===== src/rtl/receptor_pkg.sv =====
// Shared definitions for the receptor: symbol classes, framing states, lane count
// and the byte classifier used by the top level.
package receptor_pkg;

  localparam int NUM_LANES = 4;

  typedef enum logic [3:0] {
    CLS_DATA = 4'd0,
    CLS_COM  = 4'd1,
    CLS_SKP  = 4'd2,
    CLS_STP  = 4'd3,
    CLS_SDP  = 4'd4,
    CLS_END  = 4'd5,
    CLS_EDB  = 4'd6,
    CLS_FTS  = 4'd7,
    CLS_IDLE = 4'd8
  } cls_e;

  typedef enum logic {
    ST_IDLE = 1'b0,
    ST_PKT  = 1'b1
  } state_e;

  typedef struct packed {
    logic [7:0] com;
    logic [7:0] skp;
    logic [7:0] stp;
    logic [7:0] sdp;
    logic [7:0] end_ok;
    logic [7:0] edb;
    logic [7:0] fts;
    logic [7:0] idle;
  } codes_t;

  // The if-chain order is the tie-break when two code inputs hold the same value.
  function automatic cls_e classify(input logic [7:0] b, input codes_t c);
    if (b == c.com)         return CLS_COM;
    else if (b == c.skp)    return CLS_SKP;
    else if (b == c.stp)    return CLS_STP;
    else if (b == c.sdp)    return CLS_SDP;
    else if (b == c.end_ok) return CLS_END;
    else if (b == c.edb)    return CLS_EDB;
    else if (b == c.fts)    return CLS_FTS;
    else if (b == c.idle)   return CLS_IDLE;
    else                    return CLS_DATA;
  endfunction

endpackage


===== src/rtl/receptor_byte_unstriping.sv =====
// Four-lane word buffer and serializer: captures a lane word and presents one
// byte per enabled cycle, lane0 first, accepting the next word while lane3 goes out.
module byte_unstriping
  import receptor_pkg::*;
(
  input  logic                      clk,
  input  logic                      rst,
  input  logic                      enb,
  input  logic [NUM_LANES-1:0][7:0] lanes,
  input  logic                      rx_ValidE,
  output logic                      rx_ready,
  output logic [7:0]                byte_out,
  output logic                      byte_go,
  output logic                      overflow
);

  localparam int               CW   = $clog2(NUM_LANES);
  localparam logic [CW-1:0]    LAST = CW'(NUM_LANES - 1);

  logic [NUM_LANES-1:0][7:0] buf_q;
  logic [CW-1:0]             cnt_q;
  logic                      full_q;
  logic                      armed_q;
  logic                      accept;

  // armed_q keeps rx_ready low during reset and until the first enabled edge.
  assign rx_ready = enb && armed_q && (!full_q || cnt_q == LAST);
  assign accept   = rx_ready && rx_ValidE;
  assign overflow = enb && rx_ValidE && !rx_ready;
  assign byte_go  = enb && full_q;
  assign byte_out = buf_q[cnt_q];

  always_ff @(posedge clk or negedge rst) begin
    // NOTE: the buffer sits in the reset branch because a reset must discard a
    // half-sent word; storage that needs no reset value would be left out of it.
    if (!rst) begin
      buf_q   <= '0;
      cnt_q   <= '0;
      full_q  <= 1'b0;
      armed_q <= 1'b0;
    end else if (enb) begin
      armed_q <= 1'b1;
      if (byte_go) begin
        cnt_q <= cnt_q + CW'(1);
        if (cnt_q == LAST) full_q <= 1'b0;
      end
      // NOTE: non-blocking updates let a capture on the lane3 edge override the
      // empty marking above; the last assignment in program order wins.
      if (accept) begin
        buf_q  <= lanes;
        full_q <= 1'b1;
      end
    end
  end

endmodule


===== src/rtl/receptor.sv =====
// Lane-word receiver: unstripes four lanes, classifies each byte and tracks
// packet framing. Define RX_SKP_FILTER_EN to suppress skp bytes from the output.
module receptor
  import receptor_pkg::*;
(
  input  logic       clk,
  input  logic       rst,
  input  logic       enb,
  input  logic [7:0] rx_lane0,
  input  logic [7:0] rx_lane1,
  input  logic [7:0] rx_lane2,
  input  logic [7:0] rx_lane3,
  input  logic       rx_ValidE,
  output logic       rx_ready,
  input  logic [7:0] com,
  input  logic [7:0] skp,
  input  logic [7:0] stp,
  input  logic [7:0] sdp,
  input  logic [7:0] end_ok,
  input  logic [7:0] edb,
  input  logic [7:0] fts,
  input  logic [7:0] idle,
  output logic [7:0] rx_DataS,
  output logic       rx_ValidS,
  output logic [3:0] rx_control_dk,
  output logic       rx_in_packet,
  output logic       rx_err
);

`ifdef RX_SKP_FILTER_EN
  localparam logic SKP_VISIBLE = 1'b0;
`else
  localparam logic SKP_VISIBLE = 1'b1;
`endif

  codes_t     codes;
  logic [7:0] byte_out;
  logic       byte_go;
  logic       overflow;
  cls_e       cls;
  state_e     state_q, state_n;
  logic       valid_n, err_n;

  assign codes = '{com, skp, stp, sdp, end_ok, edb, fts, idle};

  byte_unstriping u_unstripe (
    .clk       (clk),
    .rst       (rst),
    .enb       (enb),
    .lanes     ({rx_lane3, rx_lane2, rx_lane1, rx_lane0}),
    .rx_ValidE (rx_ValidE),
    .rx_ready  (rx_ready),
    .byte_out  (byte_out),
    .byte_go   (byte_go),
    .overflow  (overflow)
  );

  always_comb begin
    // NOTE: every variable gets a default first so no path leaves it unassigned,
    // which would otherwise infer a latch.
    cls     = classify(byte_out, codes);
    valid_n = 1'b1;
    err_n   = 1'b0;
    state_n = state_q;
    case (cls)
      CLS_DATA: begin
        valid_n = (state_q == ST_PKT);
        err_n   = (state_q == ST_IDLE);
      end
      CLS_SKP: valid_n = SKP_VISIBLE;
      CLS_STP, CLS_SDP: begin
        err_n   = (state_q == ST_PKT);
        state_n = ST_PKT;
      end
      CLS_END, CLS_EDB: begin
        err_n   = (state_q == ST_IDLE);
        state_n = ST_IDLE;
      end
      default: ;
    endcase
  end

  always_ff @(posedge clk or negedge rst) begin
    if (!rst) begin
      state_q       <= ST_IDLE;
      rx_DataS      <= '0;
      rx_control_dk <= '0;
      rx_ValidS     <= 1'b0;
      rx_err        <= 1'b0;
    end else if (!enb) begin
      rx_ValidS <= 1'b0;
      rx_err    <= 1'b0;
    end else begin
      rx_ValidS <= 1'b0;
      rx_err    <= overflow;
      if (byte_go) begin
        rx_DataS      <= byte_out;
        rx_control_dk <= cls;
        rx_ValidS     <= valid_n;
        rx_err        <= err_n || overflow;
        state_q       <= state_n;
      end
    end
  end

  assign rx_in_packet = (state_q == ST_PKT);

endmodule


===== config.mk =====
export PLATFORM = sky130hd
export DESIGN_NAME = receptor
export DESIGN_NICKNAME = d
export VERILOG_FILES = /design/src/rtl/receptor_pkg.sv /design/src/rtl/receptor_byte_unstriping.sv /design/src/rtl/receptor.sv
export SDC_FILE = /design/constraint.sdc
export NUM_CORES = 1
export LEC_CHECK = 0
export CAP_MARGIN = 0
export CORE_UTILIZATION = 33
export DETAILED_ROUTE_END_ITERATION = 6
export DONT_BUFFER_PORTS = 1
export HOLD_SLACK_MARGIN = 0.08
export RECOVER_POWER = 100
export SLEW_MARGIN = 20
export SYNTH_ARGS = -nofsm -noshare
export SYNTH_HDL_FRONTEND = slang
export SYNTH_SLANG_ARGS = --single-unit

===== constraint.sdc =====
create_clock -name clk -period 2.8 [get_ports clk]
set_input_delay 0.28 -clock clk [delete_from_list [all_inputs] [get_ports clk]]
set_output_delay 0.28 -clock clk [all_outputs]
set_load 0.005 [all_outputs]

==> flow_summary_export.csv <==
group,metric,value,unit
run_status,status,"finished, violations left",
run_status,violations,"setup timing",
run,maxCapViolCount,0,
cts,cts_root_buffer,"clkbuf_8",
timing,finalCritPeriodShare,105.2,%
place,placed_cells,370,
final_layout,drive_gt1_share,41.52,%
final_layout,fin_nets,389,
worst_setup_path,setup.worst_path.start_class,"flop",
detailed_routing,dr.pass1.iters,4,
cts,cts.path.max_buffers,2,
yosys,synth_area,0.003095,mm2
timing,max-slew-margin-rel,16.18,%
worst_setup_path,arrival,3120,ps
worst_setup_path,worstPathRequired,2980,ps
timing,hold_violations,0,
worst_hold_path,worstHoldPathType,"primary input to flop",
worst_setup_path,ff2ff_path_depth,9,
worst_setup_path,cp_num_buf_inv,1,
detailed_routing,vias_per_cell,5.320,
floorplan,die-area,0.009771,mm2
power,p_leak,0.001421,uW
detailed_routing,wire_per_inst,21.04,um
floorplan,core-area,0.008891,mm2
final_layout,stdcell_count,397,
cts,clock_latency,290,ps
detailed_routing,drc_errors,0,
timing,clock_skew,8.648,ps
timing,setup_tns,-207.1,ps
worst_setup_path,slowest_stage,"mux4_2",
worst_setup_path,critPathMaxFanout,8,
place,pre_cts_ws,-326.3,ps
detailed_routing,wirelength,8352,um
power,irDropWorstVdd,584.4,uV
power,pwr-share-seq,27.5,%
yosys,synth_top_cells_by_area,"dfrtp_1, xnor2_1, mux2_2, mux4_2, buf_6",
yosys,synthesis.area_per_instance,12.24,um2
floorplan,rows,34,
final_layout,final_util,41.22,%
global_routing,antenna_found_initial,0,
floorplan,die_x,98.85,um
timing,slew_viol_final,0,
yosys,async_flop_share,100.0,%
timing,holdWs,127.4,ps
yosys,ys_ff_latch,51,
global_routing,grt_overflow,0,
yosys,postSynthCellCount,253,
place,dp_hpwl,6177,um
cts,cts_made_buffers,5,
timing,post-route-min-period,2946,ps
worst_hold_path,holdPathStages,1,
detailed_routing,ant_nets,0,
power,intPower,3067,uW
worst_setup_path,cpLargestDelayFamily,"simple AND/OR/NAND/NOR gates",
worst_setup_path,cp_cell_sequence,"buf_6, mux4_2, xnor2_2, nand4_1, or2_1, o41ai_2, nand2_1, and4_4, or4_1",
worst_hold_path,hold_path_end,"u_unstripe.buf_q[12]",
detailed_routing,vias,2112,
floorplan,num_io_pins,116,
power,p_sw_share,39.33,%
final_layout,area_delta_synth_final,18.39,%
timing,fmax,339.5,MHz
yosys,ys_types,38,
cts,cts_tree,"built",
place,port_buffers,0,
yosys,yosys_warnings,0,
yosys,synth_nets,354,
worst_setup_path,r2r_end,"rx_err",
global_routing,grt.total_usage,17.27,%
yosys,yosysSeqAreaShare,41.23,%
floorplan,die_h,98.85,um
yosys,synth_area_leader_cell,"dfrtp_1",
worst_setup_path,reg2reg_from,"u_unstripe.cnt_q[0]",
worst_hold_path,worstHoldStart,"rx_lane1[4]",
worst_setup_path,endpoint_kind,"flop",
timing,setup_violations,2,
worst_setup_path,slowest_delay,690,ps
yosys,yosys.area.top_type_share,41.23,%
final_layout,diodes,0,
place,routabilityCongestion,0.8135,
global_routing,grt_max_degree,52,
cts,cts_sinks,51,
power,pwr-share-clk,8.0,%
yosys,synth_ff_type,"dfrtp_1",
worst_setup_path,r2r_slack,-150,ps
timing,tightest_slew,1257,ps
detailed_routing,drt-initial-drc-count,53,
power,combPwrFrac,64.6,%
power,p_switching,1989,uW
timing,setup_ws,-145.7,ps
global_routing,grt_pass1_wl,12550,um
timing,rsz0062_at_grt,"yes",
cts,ctsHtreeMaxLevel,2,
floorplan,initial_core_util,34.82,%
power,powerDensity,1380,mW/mm2
cts,path_clk_slew,90,ps
worst_setup_path,crit_type,"flop to flop",
global_routing,grt_pass1_vias,2176,
yosys,synth-edff-count,0,
-- layout by cell type, fill, tap and decap left out, drive strengths merged --
cell,instances
a2111oi,1
a211oi,1
a21o,2
a21oi,3
a311o,1
and4,1
buf,35
clkbuf,11
clkinv,1
dfrtp,51
dlygate4sd3,2
ha,1
inv,3
mux2,41
mux4,9
nand2,7
nand3,2
nand4,17
nor2,15
nor3,3
nor3b,1
nor4,2
o2111ai,1
o21ai,6
o22a,1
o22ai,1
o41ai,1
or2,3
or4,1
xnor2,65
-- worst register-to-register path: stages (launching register included) --
cell,delay (ps)
dfrtp_1,410
buf_6,160
mux4_2,690
xnor2_2,220
nand4_1,140
or2_1,280
o41ai_2,220
nand2_1,110
and4_4,150
or4_1,450
-- cells in the mapped netlist (3+ instances only) --
cell      number
nand2_1        6
clkbuf_1       3
nor2_1        10
nor2_4         4
xnor2_1       64
inv_1          3
nand4_1       14
mux2_2        41
o21ai_0        5
buf_6          8
mux4_2         8
nand4_2        3
dfrtp_1       51
a21oi_1        3
-- layout make-up --
type	instances	area, um2
Fill cell	845	5226
Clock inverter	1	5.005
Tap cell	108	135.1
Multi-Input combinational cell	186	1812
Clock buffer	7	76.32
Timing Repair Buffer	41	347.8
Sequential cell	51	1277
Inverter	3	11.26
-- state kept, by name, indices dropped and copies added, names as in the netlist --
name                flops
u_unstripe.cnt_q        2
rx_DataS                8
rx_in_packet            1
rx_err                  1
rx_ValidS               1
u_unstripe.buf_q       32
rx_control_dk           4
u_unstripe.full_q       1
u_unstripe.armed_q      1
-- cells by family (layout without fill, tap and decap cells) --
group | Yosys count | in the layout | share of synthesized area (%)
XOR/XNOR | 65 | 65 | 18.63
AND/OR/NAND/NOR | 52 | 52 | 10.67
flip-flops | 51 | 51 | 41.23
multiplexers | 49 | 50 | 20.74
AO/OA/AOI/OAI | 18 | 18 | 4.082
buffers and inverters | 17 | 52 | 4.244
adder cells (fa/ha/maj) | 1 | 1 | 0.4041
-- worst max-delay path by stage --
stage | startpoint | end | slack, ps | depth (start not counted)
2_1_floorplan | u_unstripe.cnt_q[0] | rx_err | 10 | 10
3_3_place_gp | u_unstripe.cnt_q[0] | rx_err | -260 | 9
3_5_place_dp | u_unstripe.cnt_q[0] | rx_err | -330 | 9
4_1_cts | u_unstripe.cnt_q[0] | rx_err | -220 | 9
5_1_grt | u_unstripe.cnt_q[0] | rx_err | -280 | 9
6_report | u_unstripe.cnt_q[0] | rx_err | -150 | 9
-- timing repair --
action                                  4_1_cts  5_1_grt
gates resized for setup                      10        9
buffers inserted                              6        9
endpoints found under the setup margin        2        3
gates cloned                                  1        0
hold buffers                                  3        0
pin swaps                                    10        9
endpoints found under the hold margin        52        0
-- power by group through the flow --
| stage | combinational (uW) | sequential [uW] | clock (uW) |
|---|---|---|---|
| 3_5_place_dp | 2840 | 1370 | 0 |
| 4_1_cts | 3060 | 1390 | 423 |
| 2_1_floorplan | 2360 | 1240 | 0 |
| 5_1_grt | 3520 | 1440 | 454 |
| 3_3_place_gp | 2790 | 1370 | 0 |
| 6_report | 3260 | 1390 | 404 |
-- metrics by stage --
step                      cell area (um2)  power (uW)
after floorplan                      3102        3594
after CTS                            3566        4870
after detailed placement             3319        4211
after global routing                 3665        5406
after global placement               3319        4157
final                                3665        5056
-- routing by layer --
metal | GRT usage (%) | share of wire [%] | up-vias
met1 | 21.72 | 42 | 1044
li1 | - | - | 970
met5 | 0 | 0 | -
met4 | 3.100 | 0.35 | 0
met3 | 6.738 | 10 | 2
met2 | 28.40 | 48 | 96
(Power assumes the default switching activity.)
